==> config.mk <==
export PLATFORM = sky130hd
export DESIGN_NAME = dmem_arbiter
export DESIGN_NICKNAME = d
export VERILOG_FILES = /design/src/rtl/dmem_arbiter.sv
export SDC_FILE = /design/constraint.sdc
export NUM_CORES = 1
export LEC_CHECK = 0
export CAP_MARGIN = 20
export CORE_AREA = 5 5 157 159
export DETAILED_ROUTE_END_ITERATION = 12
export DIE_AREA = 0 0 162 164
export GPL_TIMING_DRIVEN = 1
export SYNTH_ARGS = -nofsm -noshare
export SYNTH_HDL_FRONTEND = slang
export SYNTH_SLANG_ARGS = --single-unit
==> constraint.sdc <==
create_clock -name CLOCK_50 -period 1.7 [get_ports CLOCK_50]
set_input_delay 0.255 -clock CLOCK_50 [delete_from_list [all_inputs] [get_ports CLOCK_50]]
set_output_delay 0.255 -clock CLOCK_50 [all_outputs]
set_load 0.01 [all_outputs]
==> src/rtl/dmem_arbiter.sv <==
// Two-port (CPU / debug) arbiter in front of a single-ported data memory.
// Build option: define DMEM_ARB_RR_EN for round-robin on contention (default: CPU fixed priority).
module dmem_arbiter #(
  parameter int N  = 64,
  parameter int AW = 6
) (
  input  logic          CLOCK_50,
  input  logic          reset,
  input  logic          cpu_req,
  input  logic          cpu_we,
  input  logic [AW-1:0] cpu_addr,
  input  logic [N-1:0]  cpu_wdata,
  output logic          cpu_gnt,
  output logic          cpu_rvalid,
  output logic [N-1:0]  cpu_rdata,
  input  logic          dbg_req,
  input  logic          dbg_we,
  input  logic [AW-1:0] dbg_addr,
  input  logic [N-1:0]  dbg_wdata,
  output logic          dbg_gnt,
  output logic          dbg_rvalid,
  output logic [N-1:0]  dbg_rdata,
  output logic          mem_we,
  output logic          mem_re,
  output logic [AW-1:0] mem_addr,
  output logic [N-1:0]  mem_wdata,
  input  logic [N-1:0]  mem_rdata,
  output logic          last_owner
);

  localparam logic [1:0] IDLE    = 2'd0;
  localparam logic [1:0] GNT_CPU = 2'd1;
  localparam logic [1:0] GNT_DBG = 2'd2;

  logic [1:0] state_q, state_d;
  logic       owner_q, owner_d;
  logic       pick_dbg;
  logic [1:0] gnt_w, we_w;

  always_comb begin
    cpu_gnt   = (state_q == GNT_CPU) && cpu_req;
    dbg_gnt   = (state_q == GNT_DBG) && dbg_req;
    mem_we    = 1'b0;
    mem_re    = 1'b0;
    mem_addr  = '0;
    mem_wdata = '0;
    case (state_q)
      GNT_CPU: begin
        mem_addr  = cpu_addr;
        mem_wdata = cpu_wdata;
        mem_we    = cpu_gnt && cpu_we;
        mem_re    = cpu_gnt && !cpu_we;
      end
      GNT_DBG: begin
        mem_addr  = dbg_addr;
        mem_wdata = dbg_wdata;
        mem_we    = dbg_gnt && dbg_we;
        mem_re    = dbg_gnt && !dbg_we;
      end
      default: ;
    endcase
  end

  // Owner including the grant issued this cycle, so contention alternates without a gap.
  always_comb begin
    owner_d = owner_q;
    if (cpu_gnt)
      owner_d = 1'b0;
    else if (dbg_gnt)
      owner_d = 1'b1;
  end

`ifdef DMEM_ARB_RR_EN
  assign pick_dbg = !owner_d;
`else
  assign pick_dbg = 1'b0;
`endif

  always_comb begin
    state_d = IDLE;
    if (cpu_req && dbg_req)
      state_d = pick_dbg ? GNT_DBG : GNT_CPU;
    else if (cpu_req)
      state_d = GNT_CPU;
    else if (dbg_req)
      state_d = GNT_DBG;
  end

  always_ff @(posedge CLOCK_50 or negedge reset) begin
    if (!reset) begin
      state_q <= IDLE;
      owner_q <= 1'b1;
    end else begin
      state_q <= state_d;
      owner_q <= owner_d;
    end
  end

  assign last_owner = owner_q;
  assign gnt_w      = {dbg_gnt, cpu_gnt};
  assign we_w       = {dbg_we, cpu_we};

  // Per-port read-return registers: index 0 = CPU, 1 = debug.
  for (genvar gi = 0; gi < 2; gi++) begin : g_port
    logic         rvalid_q;
    logic [N-1:0] rdata_q;

    always_ff @(posedge CLOCK_50 or negedge reset) begin
      if (!reset) begin
        rvalid_q <= 1'b0;
        rdata_q  <= '0;
      end else begin
        rvalid_q <= gnt_w[gi] && !we_w[gi];
        if (gnt_w[gi] && !we_w[gi])
          rdata_q <= mem_rdata;
      end
    end
  end

  assign cpu_rvalid = g_port[0].rvalid_q;
  assign cpu_rdata  = g_port[0].rdata_q;
  assign dbg_rvalid = g_port[1].rvalid_q;
  assign dbg_rdata  = g_port[1].rdata_q;

endmodule

==> results of run 1 <==
-- state kept, by name, summed over array words and instances (netlist names) --
| register | cells |
|---|---|
| cpu_rdata | 64 |
| cpu_rvalid | 1 |
| dbg_rdata | 64 |
| dbg_rvalid | 1 |
| last_owner | 1 |
| state_q | 2 |
-- Yosys cell counts --
master | number | area share (%)
a21oi_1 | 3 | 0.25
a22oi_1 | 70 | 8.7
and2_1 | 2 | 0.21
buf_2 | 11 | 0.91
buf_4 | 2 | 0.25
buf_6 | 9 | 1.7
clkbuf_1 | 17 | 1.1
dfrtp_1 | 132 | 55
dfstp_2 | 1 | 0.43
ha_1 | 2 | 0.41
inv_1 | 4 | 0.25
mux2_2 | 90 | 17
mux2_4 | 38 | 9.4
nand3_1 | 2 | 0.17
nand3b_1 | 1 | 0.12
nand3b_2 | 1 | 0.19
nor2_1 | 71 | 4.4
nor2b_1 | 1 | 0.10
-- cells by family after synthesis --
kind of cell               after synthesis  share of synthesized area (%)
DFF                                    133                          55.09
muxes                                  128                          26.21
and+or+nand+nor                         78                          5.197
AOI/OAI and AO/OA                       73                          8.944
buffers and inverters                   43                          4.141
adders and majority gates                2                         0.4140
-- worst max-delay path, stage by stage, from the launching register on --
cell     delay, ns
dfrtp_1       0.39
buf_4         0.15
ha_4          0.20
buf_12        0.14
buf_16        0.14
a22oi_2       0.15
nor2_1        0.07
buf_4         0.16
-- power by group through the flow --
| stage | combinational (mW) | sequential [mW] | clock [mW] |
|---|---|---|---|
| after CTS | 4.23 | 4.22 | 4.01 |
| after floorplan | 1.03 | 4.57 | 0 |
| after global routing | 4.47 | 4.30 | 4.12 |
| final | 4.25 | 4.22 | 3.89 |
| after global placement | 3.94 | 4.25 | 0 |
| after detailed placement | 3.96 | 4.27 | 0 |
-- worst paths after layout --
check                              start             to  slack (ns)  cells past startpoint
min reg2reg                dbg_rdata[26]  dbg_rdata[26]        0.50                      1
max                           state_q[0]  mem_wdata[12]       -0.37                      7
max reg2reg                   state_q[0]  cpu_rdata[56]       -0.32                      9
min in group CLOCK_50      mem_rdata[15]  cpu_rdata[15]        0.47                      2
min                                reset  cpu_rdata[24]        0.33                      2
max in group asynchronous          reset  cpu_rdata[27]        0.78                      3
-- cell type report --
class	instances	area, sq um	share of cell area, %
repair buffers	493	5305	42.39
well taps	290	362.8	2.899
flip-flops and latches	133	3329	26.60
clock inverters	14	181.4	1.450
multi-input cells	281	2883	23.03
clock buffers	18	439.2	3.509
inverters	4	15.01	0.1200
-- repair_timing --
item,4_1_cts,5_1_grt
resized for setup,405,21
endpoints found under the setup margin,193,203
hold endpoints to repair,37,0
hold buffers,1,0
setup buffers,22,7
pin swaps,14,24
cloned,21,5
-- metal layers --
| metal | track usage, % | part of all wire, % |
|---|---|---|
| met3 | 6.675 | 8.3 |
| met2 | 35.96 | 50 |
| met5 | 0 | 0 |
| met1 | 22.23 | 37 |
| met4 | 9.573 | 4.6 |
-- cells in the final DEF, fill, tap and decap left out, types with 7 or more instances in the layout --
| cell | Yosys | final |
|---|---|---|
| nor2_1 | 71 | 70 |
| clkbuf_16 | 0 | 22 |
| a22oi_2 | 0 | 68 |
| clkdlybuf4s50_1 | 0 | 338 |
| buf_16 | 0 | 22 |
| dfrtp_1 | 132 | 132 |
| buf_2 | 11 | 50 |
| mux2_2 | 90 | 81 |
| buf_12 | 0 | 23 |
| mux2_4 | 38 | 47 |
| buf_4 | 2 | 38 |
| inv_8 | 0 | 7 |
| buf_6 | 9 | 12 |
-- through the flow --
step | TNS, ns | instance area (sq um) | util [%]
floorplan | 0 | 6043 | -
global placement | -26.71 | 10670 | 46.15
detailed placement | -28.34 | 10670 | 46.15
CTS | -48.61 | 12290 | 53.14
global route | -66.56 | 12520 | 54.13
finish | -53.88 | 12520 | 54.13
==> tab_implementation.tex, run 1 <==
\begin{tabular}{lr}
\hline
Metric & Value \\
\hline
\multicolumn{2}{l}{\textbf{Outcome}} \\
Result of the run & complete, but fails checks \\
Failing checks & setup timing \\
\multicolumn{2}{l}{\textbf{Placement}} \\
Port Buffer Count & a little over 400 \\
Half-perimeter wire length of the detailed placement result & roughly 20 mm \\
Post-placement cell count & roughly 1,100 \\
Placer congestion estimate & roughly 0.84 \\
Post-Place Worst Slack & -0.4012 ns \\
\multicolumn{2}{l}{\textbf{Floorplan}} \\
Std-Cell Rows & 56 \\
Vertical extent of the die & roughly 160 um \\
Initial Utilization & between 20\% and 30\% \\
Die area & 26,570 sq um \\
Width of the die & 162 um \\
Number of top-level design ports & $\sim$420 \\
Placeable Area & roughly 23,000 sq um \\
\multicolumn{2}{l}{\textbf{STA}} \\
Final count of negative-setup-slack endpoints & 202 \\
Worst Slack Setup Final & -0.3660 ns \\
Transition time at the pin with the least slew margin & between 0.4 and 0.5 ns \\
Crit path time final & slightly above 2 ns \\
Achievable clock frequency & approximately 480 MHz \\
Remaining max-slew budget at the tightest pin & a little under three quarters \\
Setup repair after global routing missed its margin & yes \\
Worst hold slack & 0.3326 ns \\
Final critical-path share of the clock period & 121.5\% \\
Fin Clk Skew & between 0.009 and 0.01 ns \\
Final max-slew violation count & 0 \\
Number of hold violations in the final report & 0 \\
\multicolumn{2}{l}{\textbf{Global routing}} \\
Largest net degree at the start of global routing & 44 \\
Total congestion overflow after global routing & 0 \\
Total global routing track utilization & 20.38\% \\
Number of global-route vias before repair & around 6,200 \\
Antenna violations before repair & 0 \\
Global-route wire length before repair & 40.10 mm \\
\multicolumn{2}{l}{\textbf{Clock tree}} \\
Worst-case clock buffer depth & 2 \\
Clock latency of the later-clocked register in the worst-skew pair & approximately 0.42 ns \\
Number of buffers added by the clock tree synthesis step & 17 \\
Root buffer cell & clkbuf\_16 \\
TritonCTS Sinks & about 130 \\
H-tree levels & 4 \\
Clock-pin slew of the registers on the worst-case setup and hold paths & approximately 0.070 ns \\
CTS tree & yes \\
\multicolumn{2}{l}{\textbf{Finish}} \\
Number of nets in the layout & 1,142 \\
Ant diodes & 0 \\
Fraction of layout cells with a size suffix above 1 & between 40\% and 50\% \\
Area delta synth->final & 107.1\% \\
Number of non-filler instances in the completed layout & 1,233 \\
Fill count & 1,977 \\
\multicolumn{2}{l}{\textbf{Power}} \\
Net switching power of the design & between 3 and 4 mW \\
Logic pwr share & between 30\% and 40\% \\
Part of the power in the clock network & around a third \\
Leakage power summed over all cells & 5.533 nW \\
Internal power summed over all cells & 8.817 mW \\
Final Total Pwr & around 12 mW \\
Fraction of power consumed by sequential logic & 34.1\% \\
Worst vdd rail ir drop & roughly 0.00057 V \\
Power density over the cells & a little under 1000 nW/um\^{}2 \\
Switching part of the total & roughly 29\% \\
\multicolumn{2}{l}{\textbf{Drt}} \\
Number of iterations in the first detailed-routing pass & 4 \\
Residual DRC & 0 \\
Detailed-route vias per instance & between 4 and 5 \\
Routed wire length per instance & approximately 23 um \\
Via total after detailed routing & 5,759 \\
DRC marker count from the first detailed-route iteration & between 200 and 250 \\
Detailed-route wire length & about 29 mm \\
Antenna-violating nets left & 0 \\
\multicolumn{2}{l}{\textbf{Logic synthesis}} \\
Syn avg cell area & between 10 and 15 sq um \\
Mapped Area & just over 6000 sq um \\
Total nets after synthesis & 669 \\
Proportion of synthesized chip area in sequential cells & between 50 and 60\% \\
Instance count of the mapped netlist & 457 \\
Flop and latch count out of synthesis & $\sim$130 \\
YS warnings & 0 \\
Count of different cell masters after synthesis & 18 \\
\multicolumn{2}{l}{\textbf{Critical path}} \\
Setup CP Type & reg2out \\
Arrival time of the worst setup path & roughly 1.8 ns \\
Required time at the endpoint of the critical path & roughly 1.4 ns \\
Type of destination of the critical path & primary output \\
Category of the worst setup path launch point & flip-flop \\
Maximum fanout along the worst path & 10 \\
\multicolumn{2}{l}{\textbf{Hold path}} \\
Hold Path Class & in2async \\
\multicolumn{2}{l}{\textbf{Flow run}} \\
Max-cap check violation count & 0 \\
\hline
\end{tabular}
(Power assumes the default switching activity.)
==> run 2, diff against run 1 <==
CORE_AREA = 2 2 163 165   (was 5 5 157 159)
DIE_AREA = 0 0 165 167   (was 0 0 162 164)
RECOVER_POWER = 100   (was not set)
==> run 2 against run 1 <==
The run still ends with setup timing left. Largest cell class unchanged. Wire length shrank 1.7%. Clock power shrank 2%. Register-to-register slack gained 0.04 ns. Critical path depth grew 1. Global-route usage shrank 0.78 points. Final area grew 0.32%. Die area grew 3.7%. Worst setup slack gained 0.015 ns.
==> tab_implementation.tex, run 2 (synthesis results as in run 1) <==
\begin{tabular}{lr}
\hline
Metric & Value \\
\hline
\multicolumn{2}{l}{\textbf{Outcome}} \\
Result of the run & complete, but fails checks (unchanged) \\
Failing checks & setup timing (unchanged) \\
\multicolumn{2}{l}{\textbf{Global routing}} \\
Total congestion overflow after global routing & 0 (unchanged) \\
Largest net degree at the start of global routing & 57 (was 44) \\
GR peak layer & met2 (unchanged) \\
Global Route met2 Usage & 34.76\% (was 35.96\%) \\
Number of global-route vias before repair & 6,166 (was 6,245) \\
Global Route met3 Usage & 7.547\% (was 6.675\%) \\
Global-route wire length before repair & 39.47 mm (was 40.10 mm) \\
Antenna violations before repair & 5 (was 0) \\
GR Layer Usage met1 & 19.81\% (was 22.23\%) \\
Total global routing track utilization & 19.61\% (was 20.38\%) \\
\multicolumn{2}{l}{\textbf{Critical path}} \\
Arrival time of the worst setup path & 1.80 ns (was 1.81 ns) \\
Setup CP Type & reg2out (unchanged) \\
Type of destination of the critical path & primary output (unchanged) \\
Maximum fanout along the worst path & 8 (was 10) \\
Required time at the endpoint of the critical path & 1.44 ns (about the same) \\
Category of the worst setup path launch point & flip-flop (unchanged) \\
\multicolumn{2}{l}{\textbf{Drt}} \\
Residual DRC & 0 (unchanged) \\
DRC marker count from the first detailed-route iteration & 239 (was 215) \\
Detailed-route vias per instance & 4.515 (was 4.671) \\
Routed wire length per instance & 22.24 um (was 23.40 um) \\
Via total after detailed routing & 5,761 (was 5,759) \\
Detailed-route wire length & 28.38 mm (was 28.86 mm) \\
Number of iterations in the first detailed-routing pass & 4 (unchanged) \\
Antenna-violating nets left & 0 (unchanged) \\
\multicolumn{2}{l}{\textbf{Finish}} \\
Finished Cell Area & 12,560 sq um (was 12,520 sq um) \\
Fill count & 2,352 (was 1,977) \\
Area delta synth->final & 107.8\% (was 107.1\%) \\
Leading cell types in the layout, fill and taps excluded & clkdlybuf4s50\_1, dfrtp\_1, mux2\_4, nor2\_1, a22oi\_2 (was clkdlybuf4s50\_1, dfrtp\_1, mux2\_2, nor2\_1, a22oi\_2) \\
Fraction of layout cells with a size suffix above 1 & 40.36\% (was 41.36\%) \\
Number of nets in the layout & 1,139 (was 1,142) \\
Commonest non-fill, non-tap cell in the layout & clkdlybuf4s50\_1 (unchanged) \\
\multicolumn{2}{l}{\textbf{Clock tree}} \\
TritonCTS Sinks & 133 (unchanged) \\
CTS tree & yes (unchanged) \\
Worst-case clock buffer depth & 2 (unchanged) \\
Clock-pin slew of the registers on the worst-case setup and hold paths & 0.06 ns (was 0.07 ns) \\
H-tree levels & 4 (unchanged) \\
Clock latency of the later-clocked register in the worst-skew pair & 0.42 ns (about the same) \\
Number of buffers added by the clock tree synthesis step & 17 (unchanged) \\
Root buffer cell & clkbuf\_16 (unchanged) \\
\multicolumn{2}{l}{\textbf{Floorplan}} \\
Width of the die & 165 um (was 162 um) \\
Number of top-level design ports & 415 (unchanged) \\
Std-Cell Rows & 59 (was 56) \\
Vertical extent of the die & 167 um (was 164 um) \\
Initial Utilization & 23.46\% (was 26.14\%) \\
Die area & 27,560 sq um (was 26,570 sq um) \\
Placeable Area & 25,760 sq um (was 23,120 sq um) \\
\multicolumn{2}{l}{\textbf{Power}} \\
Leakage power summed over all cells & 5.773 nW (was 5.533 nW) \\
Power density over the cells & 980.1 nW/um\^{}2 (was 987.2 nW/um\^{}2) \\
Worst vdd rail ir drop & 0.0005627 V (was 0.0005692 V) \\
\multicolumn{2}{l}{\textbf{Hold path}} \\
Hold Path Class & in2async (unchanged) \\
\multicolumn{2}{l}{\textbf{Flow run}} \\
Max-cap check violation count & 0 (unchanged) \\
\multicolumn{2}{l}{\textbf{STA}} \\
Crit path time final & 2.051 ns (was 2.066 ns) \\
Final count of negative-setup-slack endpoints & 203 (was 202) \\
Achievable clock frequency & 487.5 MHz (was 484.0 MHz) \\
Transition time at the pin with the least slew margin & 0.8017 ns (was 0.4322 ns) \\
Number of hold violations in the final report & 0 (unchanged) \\
Final critical-path share of the clock period & 120.7\% (was 121.5\%) \\
Worst Slack Setup Final & -0.3511 ns (was -0.3660 ns) \\
Setup repair after global routing missed its margin & yes (unchanged) \\
Fin Clk Skew & 0.006469 ns (was 0.009727 ns) \\
TNS Setup & -50.13 ns (was -53.88 ns) \\
Final max-slew violation count & 0 (unchanged) \\
Remaining max-slew budget at the tightest pin & 46.55\% (was 71.18\%) \\
\multicolumn{2}{l}{\textbf{Placement}} \\
Half-perimeter wire length of the detailed placement result & 19.55 mm (was 19.99 mm) \\
Instance area after placement & 10,790 sq um (was 10,670 sq um) \\
Placer congestion estimate & 0.8486 (was 0.8359) \\
Port Buffer Count & 414 (unchanged) \\
\hline
\end{tabular}
==> run 2: worst max-delay path, stage by stage, from the launching register on <==
cell,delay (ns)
dfrtp_1,0.41
inv_2,0.06
ha_4,0.18
buf_12,0.14
buf_16,0.14
buf_6,0.11
a22oi_2,0.11
nor2_1,0.06
buf_4,0.16
==> run 2: per-layer routing <==
layer,up-vias,wire (um)
met5,-,26
met3,51,2488
li1,2606,-
met2,276,14260
met1,2824,10290
met4,4,1311
==> run 2: path summary, 6_finish.rpt <==
kind / start / end / slack, ns / cells past startpoint
worst max-delay path: state_q[1] / mem_wdata[13] / -0.35 / 8
worst min-delay path: reset / dbg_rdata[16] / 0.28 / 2
worst max register to register: state_q[0] / dbg_rdata[45] / -0.28 / 9
worst min register to register: cpu_rdata[45] / cpu_rdata[45] / 0.50 / 1
max in group asynchronous: reset / dbg_rdata[51] / 0.23 / 3
min in group CLOCK_50: mem_rdata[4] / dbg_rdata[4] / 0.48 / 2
==> run 2: where the power goes <==
group          total, mW  switching, mW  internal (mW)
Sequential          4.23          0.368           3.86
Clock               3.82           1.50           2.33
Combinational       4.25           1.54           2.71
Total               12.3           3.41           8.89
==> run 2: final cells by class <==
class	instances	area [sq um]	area share, %
antenna	2	5.005	0.03986
clock buffer	18	429.2	3.418
clock inverter	13	176.4	1.405
inverter	4	15.01	0.1196
multi-input combinational	281	3078	24.51
sequential	133	3329	26.52
tap	335	419.2	3.338
timing repair buffer	490	5104	40.65
==> run 2: per-stage QoR <==
step	cells	power [mW]	utilization, %	worst slack, ns	hold slack [ns]
5_1_grt	1275	12.90	48.73	-0.4133	0.3142
6_report	1276	12.31	48.73	-0.3511	0.2830
4_1_cts	1264	12.32	47.14	-0.3732	0.1791
3_3_place_gp	1205	8.168	41.87	-0.5419	0.06177
3_5_place_dp	1205	8.214	41.87	-0.5329	0.06320
2_1_floorplan	457	5.608	-	0.1309	-0.04059
==> run 2: repair_timing <==
action                                  in CTS  in global routing
pin swaps                                   11                  9
gates cloned                                15                  7
endpoints found under the hold margin      132                  0
endpoints found under the setup margin     203                204
hold buffers                                 1                  0
setup buffers                               13                  9
gates resized for setup                    404                 95
